## src/rtl/stream_adapter_pkg.sv

```systemverilog
// Shared definitions for the stream width adapter.
//
// Contents:
//   mode_e        - conversion mode selected from the two payload widths
//   calc_mode     - picks pass / upsize / downsize from (in_width, out_width)
//   calc_ratio    - larger width divided by smaller width
//   calc_cnt_bits - width of the beat / slice counter, never below 1
package stream_adapter_pkg;

  typedef enum logic [1:0] {
    MODE_PASS = 2'd0,
    MODE_UP   = 2'd1,
    MODE_DOWN = 2'd2
  } mode_e;

  function automatic mode_e calc_mode(input int unsigned in_width,
                                      input int unsigned out_width);
    if (in_width == out_width) begin
      return MODE_PASS;
    end else if (out_width > in_width) begin
      return MODE_UP;
    end
    return MODE_DOWN;
  endfunction

  function automatic int unsigned calc_ratio(input int unsigned in_width,
                                             input int unsigned out_width);
    if (in_width > out_width) begin
      return in_width / out_width;
    end
    return out_width / in_width;
  endfunction

  // A ratio of 1 or 2 still needs one counter bit.
  function automatic int unsigned calc_cnt_bits(input int unsigned ratio);
    if (ratio < 2) begin
      return 1;
    end
    return $clog2(ratio);
  endfunction

endpackage

```

## src/rtl/stream_out_slot.sv

```systemverilog
// One-entry output register with valid/ready handshake.
//
// It holds a data word plus a beats field. The owner asserts load only when
// free is high. The owner also decides when the entry retires by driving pop.
// In pass and upsize mode pop is the downstream ready. In downsize mode pop is
// asserted only on the last slice.
//
// Ports:
//   clk, reset  - clock, asynchronous active-high reset
//   load        - write load_data/load_beats into the slot
//   load_data   - word to store
//   load_beats  - beats field to store with the word
//   pop         - the stored entry is consumed this cycle
//   free        - slot can accept a load this cycle (!vld | pop)
//   vld         - slot holds a valid entry
//   data, beats - stored word and beats field; held while not loaded
module stream_out_slot #(
  parameter int unsigned DataWidth  = 32,
  parameter int unsigned BeatsWidth = 2
) (
  input  logic                  clk,
  input  logic                  reset,
  input  logic                  load,
  input  logic [DataWidth-1:0]  load_data,
  input  logic [BeatsWidth-1:0] load_beats,
  input  logic                  pop,
  output logic                  free,
  output logic                  vld,
  output logic [DataWidth-1:0]  data,
  output logic [BeatsWidth-1:0] beats
);

  logic                  vld_q;
  logic [DataWidth-1:0]  data_q;
  logic [BeatsWidth-1:0] beats_q;

  always_ff @(posedge clk or posedge reset) begin
    if (reset) begin
      vld_q   <= 1'b0;
      data_q  <= '0;
      beats_q <= '0;
    end else if (load) begin
      vld_q   <= 1'b1;
      data_q  <= load_data;
      beats_q <= load_beats;
    end else if (pop) begin
      vld_q <= 1'b0;
    end
  end

  assign free  = ~vld_q | pop;
  assign vld   = vld_q;
  assign data  = data_q;
  assign beats = beats_q;

  // A load into an occupied slot that is not draining would drop a word.
  load_needs_free : assert property (@(posedge clk) disable iff (reset) load |-> free);

endmodule

```

## src/rtl/stream_width_adapter.sv

```systemverilog
// AXI-Stream-style width converter between a leaf_interface user port and an
// HLS operator port. The mode follows from the parameters:
//   OUT_WIDTH = N*IN_WIDTH  -> upsize (LSB-first accumulation, partial flush)
//   IN_WIDTH  = N*OUT_WIDTH -> downsize (low slice first)
//   equal widths            -> one-entry pass-through register
// Upstream is held off until ap_start has been seen once after reset.
//
// Ports:
//   clk, reset    - clock, asynchronous active-high reset
//   ap_start      - start strobe, latched sticky
//   din, vld_in   - upstream payload and valid
//   rdy_upward    - ready to upstream
//   dout, vld_out - downstream payload and valid
//   rdy_downward  - downstream ready
//   flush         - upsize only: emit the partial word (level sensitive)
//   dout_beats    - valid IN beats in dout (upsize), RATIO (downsize), 1 (pass)
module stream_width_adapter
  import stream_adapter_pkg::*;
#(
  parameter int unsigned IN_WIDTH  = 32,
  parameter int unsigned OUT_WIDTH = 128
) (
  input  logic                 clk,
  input  logic                 reset,
  input  logic                 ap_start,
  input  logic [IN_WIDTH-1:0]  din,
  input  logic                 vld_in,
  output logic                 rdy_upward,
  output logic [OUT_WIDTH-1:0] dout,
  output logic                 vld_out,
  input  logic                 rdy_downward,
  input  logic                 flush,
  output logic [calc_cnt_bits(calc_ratio(IN_WIDTH, OUT_WIDTH)):0] dout_beats
);

  localparam mode_e       MODE        = calc_mode(IN_WIDTH, OUT_WIDTH);
  localparam int unsigned RATIO       = calc_ratio(IN_WIDTH, OUT_WIDTH);
  localparam int unsigned CNT_BITS    = calc_cnt_bits(RATIO);
  localparam int unsigned BEATS_WIDTH = CNT_BITS + 1;
  localparam int unsigned SLOT_WIDTH  = (IN_WIDTH > OUT_WIDTH) ? IN_WIDTH : OUT_WIDTH;
  localparam int unsigned SMALL_WIDTH = (IN_WIDTH > OUT_WIDTH) ? OUT_WIDTH : IN_WIDTH;

  if (SLOT_WIDTH % SMALL_WIDTH != 0) begin : g_bad_ratio
    $error("stream_width_adapter: larger width must be a multiple of the smaller width");
  end

  // Sticky start flag
  logic started_q;

  always_ff @(posedge clk or posedge reset) begin
    if (reset) begin
      started_q <= 1'b0;
    end else if (ap_start) begin
      started_q <= 1'b1;
    end
  end

  // Output slot, shared by every mode
  logic                   slot_load;
  logic [SLOT_WIDTH-1:0]  slot_data_in;
  logic [BEATS_WIDTH-1:0] slot_beats_in;
  logic                   slot_pop;
  logic                   slot_free;
  logic                   slot_vld;
  logic [SLOT_WIDTH-1:0]  slot_data;
  logic [BEATS_WIDTH-1:0] slot_beats;

  stream_out_slot #(
    .DataWidth (SLOT_WIDTH),
    .BeatsWidth(BEATS_WIDTH)
  ) u_slot (
    .clk       (clk),
    .reset     (reset),
    .load      (slot_load),
    .load_data (slot_data_in),
    .load_beats(slot_beats_in),
    .pop       (slot_pop),
    .free      (slot_free),
    .vld       (slot_vld),
    .data      (slot_data),
    .beats     (slot_beats)
  );

  assign vld_out    = slot_vld;
  assign dout_beats = slot_beats;

  if (MODE == MODE_PASS) begin : g_pass

    logic unused_flush;
    assign unused_flush = flush;

    assign rdy_upward    = started_q & slot_free;
    assign slot_load     = vld_in & rdy_upward;
    assign slot_data_in  = din;
    assign slot_beats_in = BEATS_WIDTH'(1);
    assign slot_pop      = rdy_downward;
    assign dout          = slot_data;

  end else if (MODE == MODE_UP) begin : g_up

    logic [CNT_BITS-1:0]  count_q;
    logic [OUT_WIDTH-1:0] acc_q;
    logic [OUT_WIDTH-1:0] word;
    logic                 last_beat;
    logic                 beat_xfer;
    logic                 do_flush;

    assign last_beat = (count_q == CNT_BITS'(RATIO - 1));
    // The last beat goes straight into the slot, so it may only be taken
    // when the slot can accept a word this cycle.
    assign rdy_upward = started_q & ~flush & (~last_beat | slot_free);
    assign beat_xfer  = vld_in & rdy_upward;
    assign do_flush   = flush & (count_q != '0) & slot_free;

    // Accumulator with the incoming beat merged at its lane
    always_comb begin
      word = acc_q;
      word[count_q*IN_WIDTH +: IN_WIDTH] = din;
    end

    // beat_xfer and do_flush are exclusive because flush drops rdy_upward.
    // The accumulator is cleared whenever a word leaves, so a flushed word
    // already carries zeros in its unused upper lanes.
    assign slot_load     = (beat_xfer & last_beat) | do_flush;
    assign slot_data_in  = do_flush ? acc_q : word;
    assign slot_beats_in = do_flush ? {1'b0, count_q} : BEATS_WIDTH'(RATIO);
    assign slot_pop      = rdy_downward;
    assign dout          = slot_data;

    always_ff @(posedge clk or posedge reset) begin
      if (reset) begin
        count_q <= '0;
        acc_q   <= '0;
      end else if (beat_xfer) begin
        if (last_beat) begin
          count_q <= '0;
          acc_q   <= '0;
        end else begin
          count_q <= count_q + CNT_BITS'(1);
          acc_q   <= word;
        end
      end else if (do_flush) begin
        count_q <= '0;
        acc_q   <= '0;
      end
    end

  end else begin : g_down

    logic [CNT_BITS-1:0] idx_q;
    logic                last_slice;

    logic unused_flush;
    assign unused_flush = flush;

    assign last_slice = (idx_q == CNT_BITS'(RATIO - 1));
    // The slot acts as the holding register and retires on the last slice,
    // which lets a new word load in the same cycle without a bubble.
    assign slot_pop      = rdy_downward & last_slice;
    assign rdy_upward    = started_q & slot_free;
    assign slot_load     = vld_in & rdy_upward;
    assign slot_data_in  = din;
    assign slot_beats_in = BEATS_WIDTH'(RATIO);
    assign dout          = slot_data[idx_q*OUT_WIDTH +: OUT_WIDTH];

    always_ff @(posedge clk or posedge reset) begin
      if (reset) begin
        idx_q <= '0;
      end else if (slot_vld & rdy_downward) begin
        idx_q <= last_slice ? '0 : idx_q + CNT_BITS'(1);
      end
    end

  end

endmodule

```

## config.mk

```make
export PLATFORM = sky130hd
export DESIGN_NAME = stream_width_adapter
export DESIGN_NICKNAME = d
export VERILOG_FILES = /design/src/rtl/stream_adapter_pkg.sv /design/src/rtl/stream_out_slot.sv /design/src/rtl/stream_width_adapter.sv
export SDC_FILE = /design/constraint.sdc
export NUM_CORES = 1
export LEC_CHECK = 0
export ABC_AREA = 0
export CAP_MARGIN = 10
export CORE_ASPECT_RATIO = 0.75
export CORE_MARGIN = 2
export CORE_UTILIZATION = 45
export DETAILED_ROUTE_END_ITERATION = 16
export HOLD_SLACK_MARGIN = 0.12
export PLACE_DENSITY_LB_ADDON = 0.08
export SLEW_MARGIN = 10
export SYNTH_ARGS = -nofsm -noshare
export SYNTH_HDL_FRONTEND = slang
export SYNTH_HIERARCHICAL = 1
export SYNTH_SLANG_ARGS = --single-unit
export TNS_END_PERCENT = 5
```

## constraint.sdc

```tcl
create_clock -name clk -period 4.8 [get_ports clk]
set_clock_uncertainty 0.2 [all_clocks]
set_input_delay 0.96 -clock clk [delete_from_list [all_inputs] [get_ports clk]]
set_output_delay 0.96 -clock clk [all_outputs]
set_load 0.05 [all_outputs]
```

; ---- Yosys cells after proc, flatten, opt, wreduce, memory -nomap -nowiden
; Cells that the tools add are included.
[word_totals]
register_bits = 263
latch_bits = 0
ramBits = 0
rom_bits = 0
out_inout_bits = 133
wordCells = 37
n_memories = 0
[classes]
addsub = 2
n_mul = 0
div_mod_pow = 0
n_lt_le_gt_ge = 0
eq_ne = 1
shifts = 2
n_mux = 11
bitwise_logic = 12
reduce_logical = 3
[op_table]
columns = cell, n
row1 = 128-bit two-way mux, 4
row2 = 128-bit bitwise mux, 1
row3 = "32-bit by 34-bit variable shift with 128-bit output, first input constant", 1
row4 = 32-bit by 34-bit variable part select with 128-bit output, 1
row5 = 7-bit negator with 34-bit output, 1
row6 = 1-bit AND, 6
row7 = 2-bit two-way mux, 3
row8 = 2-bit nonzero test, 3
row9 = 3-bit two-way mux, 1
row10 = 1-bit NOT, 3
row11 = 1-bit OR, 3
row12 = "2-bit by 1-bit adder with 2-bit output, second input constant", 1
row13 = "2-bit equality test, second input constant", 1
row14 = 1-bit two-way mux, 2

; ---- Longest topological paths before layout
; Gate-level depths: netlist (run 1).
[logic_depth]
ltp_word = 8
ltp_mapped = 11
mapped_depth_nobuf = 6

; ---- Hierarchy
; Netlist (run 1), hierarchy kept.
[modules_own_cells]
columns = mod, instances, cells_per_inst, area_per_inst_um2, seq_area_each_um2
row1 = stream_width_adapter, 1, 829, 7428.4, 3278.1
row2 = stream_out_slot, 1, 281, 5232.5, 3303.2

; ---- Least setup slack after synthesis (run 1)
; Ideal clock, no wire load.
[synth_timing]
path_type = input -> output
startpoint = input port rdy_downward
endpoint = output port rdy_upward
arrival_time_ps = 2443
required_time_ps = 3640
setup_slack_ps = 1197
path_stages = 3
path_buffers = 0
path_cell_list = nand2b_1 nor2b_1 nor3b_1
[synth_via]
elab_chain_len = 3
[synth_lines]
columns = item, line
row1 = "start, declared", stream_width_adapter.sv:31  ; input logic rdy_downward,
row2 = 1-bit OR, stream_out_slot.sv:51  ; assign free = ~vld_q | pop;
row3 = 1-bit OR, stream_width_adapter.sv:111  ; assign rdy_upward = started_q & ~flush & (~last_beat | slot_free);
row4 = 1-bit AND, stream_width_adapter.sv:111
row5 = "end, declared", stream_width_adapter.sv:28  ; output logic rdy_upward,
; No other way between the ends.

; ---- Worst setup path after layout (run 1)
[layout_timing]
startpoint = input port rdy_downward
endpoint = output port rdy_upward
[layout_via]
elab_chain_len = 3
[layout_lines]
columns = item, line
row1 = 1-bit OR, stream_out_slot.sv:51
row2 = via slot_free, stream_width_adapter.sv:63  ; logic slot_free;
row3 = 1-bit OR, stream_width_adapter.sv:111
row4 = 1-bit AND, stream_width_adapter.sv:111
; The timed path passes the listed nets, and every way through them passes these cells.

==> results.txt, run 1 <==
----------------------------------------------------
[CTS]
  Max Root-Sink Buffers ... 3
  Level count of the clock H-tree ... 1
  Num CTS Buffers ... 28
  CTS Hold Buffers Added ... 0
  Num Clock Sinks ... 263
  CTS-repair resized insts ... 0
  Clock insertion delay at the later pin of the skew report ... 0.55 ns
  Clk Tree Root Cell ... sky130_fd_sc_hd__clkbuf_16
  Total setup buffers inserted after CTS ... 0
  Clock edge transition at the registers on the reported setup and hold paths ... 0.06 ns
  CTS tree ... done

[Timing]
  Max-slew violation count ... 0
  Number of hold-slack violations in the final timing report ... 0
  Fmax ... 245 MHz
  Relative slew slack ... 25.4%
  Setup violations, final ... 0
  RSZ-0062 raised after global routing ... no
  Post-route minimum period ... 4.08 ns
  Ratio of final minimum period to clock period ... 85.0%
  Sum of negative setup slack ... 0 ns
  Transition at the pin with the smallest max-transition slack ... 1.12 ns

[GRT]
  Overall track demand over capacity in global routing ... 24.9%
  Global-route congestion overflow total ... 0
  Wire length of the first global-routing pass ... 56600 µm
  Initial antenna violation count ... 0
  Pin count of the biggest net entering global routing ... 75
  Vias in the first global route ... 9173

[Synthesis]
  Flop and latch count out of synthesis ... 263
  Count leader, synth ... sky130_fd_sc_hd__dfrtp_1
  Leading area contributor after synthesis ... sky130_fd_sc_hd__dfrtp_1
  Proportion of netlist area held by the largest area contributor ... 52.0%
  Number of enable-type register cells in the synthesized netlist ... 0
  Netlist cell types ... 35
  Synthesized cell area ... 12700 µm²
  Fraction of the yosys area taken by sequential cells ... 52.0%
  Synth warnings ... 6
  Mean post-synth cell area ... 11.4 µm²
  Synthesized instance count ... 1110
  Proportion of synthesized flip-flops having asynchronous set or reset ... 100%
  Top cells by instance count after synthesis ... 263 x sky130_fd_sc_hd__dfrtp_1, 134 x sky130_fd_sc_hd__inv_1, 96 x sky130_fd_sc_hd__a22o_1
  Post-synthesis net count ... 1153
  Most frequently used flop master after synthesis ... sky130_fd_sc_hd__dfrtp_1
  Synth area leaders ... sky130_fd_sc_hd__dfrtp_1 52%, sky130_fd_sc_hd__mux2_4 9.4%, sky130_fd_sc_hd__a22o_1 6.6%, sky130_fd_sc_hd__mux2_2 4.6%, sky130_fd_sc_hd__inv_1 4.0%

[Flow run]
  Total of max-cap violations ... 0

[Min path]
  Type of the tightest min-delay check ... flop to flop
  Startpoint of the lowest-slack hold path ... g_up.acc_q[109]

[Cells and area]
  Multi-input gate area in the final layout ... 5110 µm²
  Number of inserted filler cells in the final layout ... 2427
  Area overhead of the layout relative to synthesis ... 22.5%
  Final #Nets ... 1285
  Area of all sequential standard cells ... 6580 µm²
  Final antenna diode count ... 0
  Layout cells sized above 1 ... 16.9%
  Final cell area excluding filler cells ... 15500 µm²

[Worst setup path]
  Data required, critical path ... 3.64 ns
  Crit Path Class ... input port to output pin
  Kind of launch point of the worst setup path ... input port
  Critical Path End Type ... output pin
  Crit-path max FO ... 6
  Reg2Reg Launch Point ... g_up.count_q[0]
  Crit path DAT ... 2.92 ns
  Launching instance or port of the critical path ... rdy_downward
  Setup slack on the worst flop-to-flop path ... 1.16 ns

[Placed design]
  # port buffers ... 170
  Placed inst area ... 14600 µm²
  HPWL after detailed placement ... 22200 µm
  Placer Congestion ... 0.756

[Floorplan]
  Top-level port count ... 171
  Core footprint ... 27900 µm²
  Die area ... 29500 µm²
  Effective utilization at floorplan ... 45.5%
  Site Rows ... 53
  Die width ... 198 µm
  Die H ... 149 µm

[Pwr]
  Clock power share ... 28.4%
  Fraction of power spent switching nets ... 38.0%
  Peak supply drop ... 0.000259 V
  Sw power ... 2.89 mW
  Combinational cell fraction of total power ... 36.5%
  Reg power frac ... 35.1%
  Internal power component ... 4.71 mW
  Post-layout power ... 7.60 mW
  Power density over the cells ... 490 nW/µm²
  LEAKAGE ... 6.84 nW

[Detailed routing]
  Number of vias per cell ... 5.61
  Final WL ... 36000 µm
  Drt first-iter violations ... 723
  Total DRC errors in the routed layout ... 0
  Total number of vias ... 9088
  Antenna violation net count after detailed routing ... 0
  Routed len/inst ... 22.2 µm
  Number of optimization iterations in the first detailed-route pass ... 5

[Status]
  Run status ... finished, final reports clean

----------------------------------------------------
-- kinds of logic after synthesis --
| group | synth area share [%] |
|---|---|
| and+or+nand+nor | 11.7 |
| adders and majority gates | 0.494 |
| DFF | 52.0 |
| muxes | 14.2 |
| buffers and inverters | 8.03 |
| AOI/OAI and AO/OA | 13.6 |
-- cells in the final DEF (no fill, tap or decap), types with 34 or more instances in the layout --
master / Yosys / routed
sky130_fd_sc_hd__dfrtp_1: 263 / 263
sky130_fd_sc_hd__clkdlybuf4s50_1: 0 / 170
sky130_fd_sc_hd__inv_1: 134 / 131
sky130_fd_sc_hd__a22o_1: 96 / 96
sky130_fd_sc_hd__mux2_4: 79 / 79
sky130_fd_sc_hd__nand2_1: 68 / 68
sky130_fd_sc_hd__nand3b_1: 66 / 66
sky130_fd_sc_hd__o21ai_0: 65 / 65
sky130_fd_sc_hd__mux2_2: 52 / 52
sky130_fd_sc_hd__nand4_1: 38 / 38
sky130_fd_sc_hd__and2_1: 34 / 34
-- worst max-delay path: stages --
cell and delay (ns):
sky130_fd_sc_hd__clkdlybuf4s50_1 0.44, sky130_fd_sc_hd__nand2b_1 0.29, sky130_fd_sc_hd__nor2b_1 0.19, sky130_fd_sc_hd__nor3b_1 0.21
sky130_fd_sc_hd__clkdlybuf4s50_1 0.83
-- path summary, 6_finish.rpt --
kind,depth (start not counted),to
max,5,rdy_upward
min,1,g_up.acc_q[109]
max reg2reg,8,u_slot/data[35]
min reg2reg,1,g_up.acc_q[109]
max in group asynchronous,3,g_up.acc_q[43]
min in group asynchronous,2,u_slot/data[121]
-- metal layers --
layer / part of all wire [%] / vias up / global-route usage (%)
met5: 0 / - / 0
met4: 1.8 / 0 / 4.96
met3: 5.6 / 43 / 3.93
met2: 41 / 281 / 34.8
met1: 51 / 4590 / 40.2
li1: - / 4174 / -
-- layout make-up --
type                            instances  area share, %
Clock inverter                          9          0.476
Multi-Input combinational cell        620           33.0
Timing Repair Buffer                  195           12.5
Sequential cell                       263           42.4
Clock buffer                           41           5.42
Inverter                              134           3.34
Tap cell                              357           2.88
-- sequential cells by signal (all words and copies together) (netlist names) --
signal        count
u_slot/data     128
g_up.count_q      2
started_q         1
u_slot/beats      3
g_up.acc_q      128
u_slot/vld        1
-- through the flow --
stage                     setup slack [ns]  cells  utilization [%]  hold WS, ns
after floorplan                      0.114   1110                -        0.254
after global placement               0.736   1569             52.4        0.268
after detailed placement             0.726   1569             52.4        0.271
after CTS                            0.725   1619             55.7        0.287
after global routing                 0.606   1619             55.7        0.293
final                                0.721   1619             55.7        0.283
-- power groups by stage --
stage	logic [mW]	registers [mW]	clock network (mW)
after floorplan	1.34	3.25	0
after global placement	2.75	2.71	0
after detailed placement	2.77	2.71	0
after CTS	2.78	2.67	2.19
after global routing	2.93	2.70	2.30
final	2.77	2.67	2.16
Power figures use the tool's default switching activity.
==> inputs of run 2 (changes only) <==
==> constraint.sdc (replaced) <==
create_clock -name clk -period 4.1 [get_ports clk]
set_clock_uncertainty 0.2 [all_clocks]
set_input_delay 0.82 -clock clk [delete_from_list [all_inputs] [get_ports clk]]
set_output_delay 0.82 -clock clk [all_outputs]
set_load 0.05 [all_outputs]
==> run 2 against run 1 <==
Clock power up 15%. First-iteration DRC count grew 4.7%. Final cell count stayed put. Critical path depth increased by 3. Critical path type is now flop to flop.
==> results.txt, run 2 (synthesis gave the netlist of run 1 again) <==
----------------------------------------------------
[Placed design]
  Pre-CTS WS ... 0.687 ns (-0.0390 ns)
  # port buffers ... 170 (unchanged)
  Placed Cells incl. Taps ... 1573 (+0.25%)
  Placed inst area ... 14600 µm² (+0.35%)
  HPWL after detailed placement ... 22400 µm (+1.2%)
  Placer Congestion ... 0.749 (-0.91%)

[Timing]
  Fmax ... 296 MHz
  Number of hold-slack violations in the final timing report ... 0 (unchanged)
  Post-route minimum period ... 3.38 ns
  Sum of negative setup slack ... 0 ns (unchanged)
  Setup violations, final ... 0 (unchanged)
  Transition at the pin with the smallest max-transition slack ... 1.08 ns (-0.0384 ns)
  Relative slew slack ... 27.9% (+2.6 points)
  Worst hold-check slack ... 0.284 ns (+0.000762 ns)
  Ratio of final minimum period to clock period ... 82.4%
  Final setup slack of the worst path ... 0.723 ns (+0.00229 ns)
  RSZ-0062 raised after global routing ... no
  Max-slew violation count ... 0 (unchanged)

[Cells and area]
  Final #Nets ... 1289 (+0.31%)
  Utilization after layout ... 55.8% (+0.072 points)
  Non-filler instance count after layout ... 1619 (unchanged)
  Area overhead of the layout relative to synthesis ... 22.7%
  Final cell area excluding filler cells ... 15500 µm² (+0.13%)
  Commonest non-fill, non-tap cells in the layout ... 263 x sky130_fd_sc_hd__dfrtp_1, 169 x sky130_fd_sc_hd__clkdlybuf4s50_1, 131 x sky130_fd_sc_hd__inv_1
  Leading cell type in the layout, fill and taps excluded ... sky130_fd_sc_hd__dfrtp_1
  Final antenna diode count ... 0 (unchanged)
  Layout cells sized above 1 ... 17.0% (+0.16 points)

[CTS]
  Total setup buffers inserted after CTS ... 0 (unchanged)
  CTS tree ... done
  Clk Tree Root Cell ... sky130_fd_sc_hd__clkbuf_16
  Num Clock Sinks ... 263 (unchanged)
  CTS-repair resized insts ... 0 (unchanged)
  Clock insertion delay at the later pin of the skew report ... 0.55 ns (about the same)
  Clock edge transition at the registers on the reported setup and hold paths ... 0.06 ns (about the same)
  CTS Hold Buffers Added ... 0 (unchanged)
  Num CTS Buffers ... 28 (unchanged)
  Level count of the clock H-tree ... 1 (unchanged)
  Max Root-Sink Buffers ... 3 (unchanged)

[Worst setup path]
  Launching instance or port of the critical path ... g_up.count_q[0]
  Crit Path Class ... flop to flop
  Number of cells on the critical path ... 8 (+3)
  Crit path DAT ... 3.66 ns (+0.74 ns)
  CP delay by family, top ... buffers and inverters
  Delay of the slowest cell on the worst path ... 0.51 ns (-0.32 ns)
  Most Frequent Cell on Critical Path ... sky130_fd_sc_hd__buf_4
  List of cells traversed by the critical path ... inv_1 > ha_2 > buf_4 > nor4bb_4 > buf_4 > nand2_1 > o21ai_0 > mux2_4
  Critical path endpoint ... u_slot/data[1]
  Crit-path max FO ... 32 (+26)
  Data required, critical path ... 4.39 ns (+0.75 ns)
  Reg2Reg Launch Point ... g_up.count_q[0]
  Worst-path cell with the longest stage delay ... sky130_fd_sc_hd__ha_2
  Logic depth of the worst register-to-register path ... 8 (unchanged)
  Critical Path End Type ... flop
  Setup slack on the worst flop-to-flop path ... 0.72 ns (-0.44 ns)
  Kind of launch point of the worst setup path ... flop
  CP Buf/Inv Count ... 3 (+1)
  Worst R2R End ... u_slot/data[1]

[Floorplan]
  Die H ... 149 µm (unchanged)
  Die width ... 198 µm (unchanged)
  Effective utilization at floorplan ... 45.5% (unchanged)
  Core footprint ... 27900 µm² (unchanged)
  Die area ... 29500 µm² (unchanged)
  Top-level port count ... 171 (unchanged)
  Site Rows ... 53 (unchanged)

[Detailed routing]
  Routed len/inst ... 22.3 µm (about the same)
  Final WL ... 36100 µm (about the same)
  Total DRC errors in the routed layout ... 0 (unchanged)
  Number of vias per cell ... 5.71 (+1.8%)
  Antenna violation net count after detailed routing ... 0 (unchanged)
  Total number of vias ... 9249 (+1.8%)
  Drt first-iter violations ... 757 (+4.7%)
  Number of optimization iterations in the first detailed-route pass ... 5 (unchanged)

[GRT]
  Wire length of the first global-routing pass ... 56600 µm (about the same)
  Global-route congestion overflow total ... 0 (unchanged)
  Initial antenna violation count ... 0 (unchanged)
  Pin count of the biggest net entering global routing ... 133 (+77%)
  Vias in the first global route ... 9245 (+0.78%)
  Overall track demand over capacity in global routing ... 24.9% (about the same)

[Status]
  Run status ... finished, final reports clean

[Pwr]
  Fraction of power spent switching nets ... 37.8% (-0.17 points)
  Reg power frac ... 35.2% (about the same)
  Peak supply drop ... 0.000280 V (+8.0%)
  Combinational cell fraction of total power ... 36.8% (+0.3 points)
  Clock power share ... 27.9% (-0.5 points)
  LEAKAGE ... 6.85 nW (about the same)
  Sw power ... 3.35 mW (+16%)
  Internal power component ... 5.51 mW (+17%)
  Post-layout power ... 8.87 mW (+17%)
  Power density over the cells ... 571 nW/µm² (+17%)

[Flow run]
  Total of max-cap violations ... 0 (unchanged)

[Min path]
  Type of the tightest min-delay check ... flop to flop

----------------------------------------------------
run 2: worst reg2reg max path: cells and delay by family (launching register included):
family          cells  cell delay [ns]
mux                 1             0.22
simple gates        2             0.53
fa+ha+maj           1             0.51
buf+inv             3             1.19
compound gates      1             0.16
flops               1             0.49
run 2: layout make-up:
| cell class | count | area, µm² |
|---|---|---|
| multi-input combinational | 620 | 5110 |
| sequential | 263 | 6580 |
| timing repair buffer | 199 | 1990 |
| fill | 2405 | 12300 |
| inverter | 134 | 517 |
| clock inverter | 7 | 60.1 |
| tap | 357 | 447 |
| clock buffer | 39 | 823 |
run 2: worst min path at each step:
stage | startpoint | endpoint | slack, ns | cells after the start
2_1_floorplan | g_up.acc_q[100] | g_up.acc_q[100] | 0.25 | 1
3_3_place_gp | g_up.acc_q[98] | g_up.acc_q[98] | 0.27 | 1
3_5_place_dp | g_up.acc_q[114] | g_up.acc_q[114] | 0.27 | 1
4_1_cts | g_up.acc_q[100] | g_up.acc_q[100] | 0.29 | 1
5_1_grt | g_up.acc_q[119] | g_up.acc_q[119] | 0.30 | 1
6_report | g_up.acc_q[110] | g_up.acc_q[110] | 0.28 | 1
run 2: per-layer routing:
layer  up-vias  share of wire (%)  GRT usage, %
li1       4194                  -             -
met1      4744                 51          39.5
met2       274                 43          36.0
met3        37                5.0          3.84
met4         0                1.4          4.36
met5         -                  0             0
run 2: power by group through the flow:
stage / sequential [mW] / combinational, mW / clock [mW]
finish: 3.13 / 3.27 / 2.48
global route: 3.17 / 3.45 / 2.64
CTS: 3.13 / 3.27 / 2.53
detailed placement: 3.17 / 3.26 / 0
global placement: 3.17 / 3.24 / 0
floorplan: 3.80 / 1.57 / 0
==> inputs of run 3 (changes only) <==
==> constraint.sdc (replaced) <==
create_clock -name clk -period 2.94 [get_ports clk]
set_clock_uncertainty 0.2 [all_clocks]
set_input_delay 0.588 -clock clk [delete_from_list [all_inputs] [get_ports clk]]
set_output_delay 0.588 -clock clk [all_outputs]
set_load 0.05 [all_outputs]
==> run 3 against run 2 <==
Wire length up 1.0%. Core utilization grew 0.78 points. Die area stayed put. Hold slack better by 0.00099 ns. Clock-buffer cell count up 1. Register-to-register slack got worse by 0.48 ns. Sequential share of layout area decreased by 0.58 points. Combinational power up 43%. Final cell count is 1.6% higher. Total power up 41%. Sequential power rose by 39%. First-iteration DRC count increased by 13%. Critical endpoint is now rdy_upward.
==> results.txt, run 3 (synthesis gave the netlist of run 1 again) <==
----------------------------------------------------
[Timing]
  Setup violations, final ... 0 (unchanged)
  Fmax ... 358 MHz
  Post-route minimum period ... 2.79 ns
  RSZ-0062 raised after global routing ... no
  Final setup slack of the worst path ... 0.149 ns (-0.575 ns)
  Number of hold-slack violations in the final timing report ... 0 (unchanged)
  Sum of negative setup slack ... 0 ns (unchanged)
  Relative slew slack ... 37.5% (+9.6 points)
  Transition at the pin with the smallest max-transition slack ... 0.935 ns (-0.142 ns)
  Ratio of final minimum period to clock period ... 94.9%
  Max-slew violation count ... 0 (unchanged)

[GRT]
  Global-route congestion overflow total ... 0 (unchanged)
  Vias in the first global route ... 9279 (+0.37%)
  Pin count of the biggest net entering global routing ... 62 (-53%)
  Overall track demand over capacity in global routing ... 25.1% (+0.26 points)
  Wire length of the first global-routing pass ... 57300 µm (+1.3%)
  Initial antenna violation count ... 0 (unchanged)

[Detailed routing]
  Drt first-iter violations ... 856 (+13%)
  Total number of vias ... 9217 (-0.35%)
  Number of optimization iterations in the first detailed-route pass ... 5 (unchanged)
  Number of vias per cell ... 5.60 (-1.9%)
  Final WL ... 36400 µm (+1.0%)
  Antenna violation net count after detailed routing ... 0 (unchanged)
  Routed len/inst ... 22.1 µm (-0.55%)
  Total DRC errors in the routed layout ... 0 (unchanged)

[Floorplan]
  Die H ... 149 µm (unchanged)
  Core footprint ... 27900 µm² (unchanged)
  Die area ... 29500 µm² (unchanged)
  Site Rows ... 53 (unchanged)
  Die width ... 198 µm (unchanged)
  Top-level port count ... 171 (unchanged)
  Effective utilization at floorplan ... 45.5% (unchanged)

[Cells and area]
  Commonest non-fill, non-tap cells in the layout ... 263 x sky130_fd_sc_hd__dfrtp_1, 169 x sky130_fd_sc_hd__clkdlybuf4s50_1, 131 x sky130_fd_sc_hd__inv_1
  Final antenna diode count ... 0 (unchanged)
  Area overhead of the layout relative to synthesis ... 24.4%
  Leading cell type in the layout, fill and taps excluded ... sky130_fd_sc_hd__dfrtp_1
  Layout cells sized above 1 ... 18.4% (+1.4 points)
  Final #Nets ... 1311 (+1.7%)
  Final cell area excluding filler cells ... 15700 µm² (+1.4%)

[Pwr]
  LEAKAGE ... 6.96 nW (+1.7%)
  Power density over the cells ... 795 nW/µm² (+39%)
  Peak supply drop ... 0.000444 V (+58%)

[CTS]
  Num CTS Buffers ... 27 (-3.6%)
  Clk Tree Root Cell ... sky130_fd_sc_hd__clkbuf_16
  Total setup buffers inserted after CTS ... 0 (unchanged)
  Num Clock Sinks ... 263 (unchanged)
  Clock edge transition at the registers on the reported setup and hold paths ... 0.07 ns (about the same)
  CTS tree ... done
  Level count of the clock H-tree ... 1 (unchanged)
  Clock insertion delay at the later pin of the skew report ... 0.53 ns (-0.02 ns)
  Max Root-Sink Buffers ... 3 (unchanged)

[Worst setup path]
  Logic depth of the worst register-to-register path ... 6 (-2)
  Critical Path End Type ... output pin
  Crit Path Class ... flop to output pin
  Kind of launch point of the worst setup path ... flop
  Crit path DAT ... 2.00 ns (-1.66 ns)
  Crit-path max FO ... 7 (-78%)
  Data required, critical path ... 2.15 ns (-2.24 ns)

[Placed design]
  Pre-CTS WS ... 0.124 ns (-0.562 ns)
  HPWL after detailed placement ... 23600 µm (+5.1%)
  Placer Congestion ... 0.765 (+2.1%)
  # port buffers ... 170 (unchanged)
  Placed inst area ... 14900 µm² (+1.4%)

[Min path]
  Type of the tightest min-delay check ... flop to flop
  Cell depth of the worst min-delay path ... 1 (unchanged)

[Flow run]
  Total of max-cap violations ... 0 (unchanged)

[Status]
  Run status ... finished, final reports clean

----------------------------------------------------
==> run 3: changes by cell type in the layout (fill, tap and decap cells not counted), sizes merged <==
cell and change:
buf +23, bufinv +2, clkbuf +1, clkinv -1, clkinvlp +1
==> run 3: final cells by class <==
| type | instances | area [µm²] |
|---|---|---|
| flip-flops and latches | 263 | 6580 |
| multi-input cells | 620 | 5110 |
| clock buffers | 40 | 764 |
| repair buffers | 222 | 2200 |
| well taps | 357 | 447 |
| fillers | 2330 | 12100 |
| clock inverters | 9 | 123 |
| inverters | 134 | 517 |
==> run 3: where the power goes <==
group / leakage [nW] / switching [mW] / total, mW / internal [mW]
Combinational: 2.88 / 2.98 / 4.69 / 1.71
Clock: 0.434 / 1.43 / 3.48 / 2.06
Sequential: 3.64 / 0.281 / 4.34 / 4.06
Total: 6.96 / 4.69 / 12.5 / 7.83
==> run 3: stage by stage <==
step / total power [mW] / util, % / cells / hold slack [ns]
CTS: 12.6 / 56.5 / 1645 / 0.288
global placement: 9.06 / 53.4 / 1596 / 0.269
global route: 13.1 / 56.5 / 1645 / 0.298
finish: 12.5 / 56.5 / 1645 / 0.285
floorplan: 7.49 / - / 1110 / 0.254
detailed placement: 9.08 / 53.4 / 1596 / 0.271
==> run 3: critical path, stage by stage (launching register included) <==
cell and delay (ns):
sky130_fd_sc_hd__dfrtp_1 0.37, sky130_fd_sc_hd__buf_4 0.17, sky130_fd_sc_hd__ha_1 0.29, sky130_fd_sc_hd__nor2b_2 0.24, sky130_fd_sc_hd__nor3b_1 0.18, sky130_fd_sc_hd__buf_4 0.23
==> run 3: repair_timing <==
item	4_1_cts	5_1_grt
gates resized for setup	0	1
hold buffers	0	0
setup endpoints to repair	0	1
==> run 3: path summary, 6_finish.rpt <==
check                                start              end  slack [ns]
min in group asynchronous            reset   g_up.acc_q[29]        0.35
hold reg to reg            g_up.acc_q[100]  g_up.acc_q[100]        0.29
setup reg to reg           g_up.count_q[1]  u_slot/data[46]        0.24
hold / removal             g_up.acc_q[100]  g_up.acc_q[100]        0.29
max in group asynchronous            reset  u_slot/data[61]        1.52
setup / recovery           g_up.count_q[0]       rdy_upward        0.15
==> run 3: per-layer routing <==
| layer | share of wire, % | track usage, % | up-vias |
|---|---|---|---|
| met5 | 0 | 0 | - |
| li1 | - | - | 4222 |
| met3 | 6.1 | 4.23 | 30 |
| met1 | 50 | 40.0 | 4690 |
| met2 | 42 | 36.2 | 275 |
| met4 | 1.2 | 3.76 | 0 |
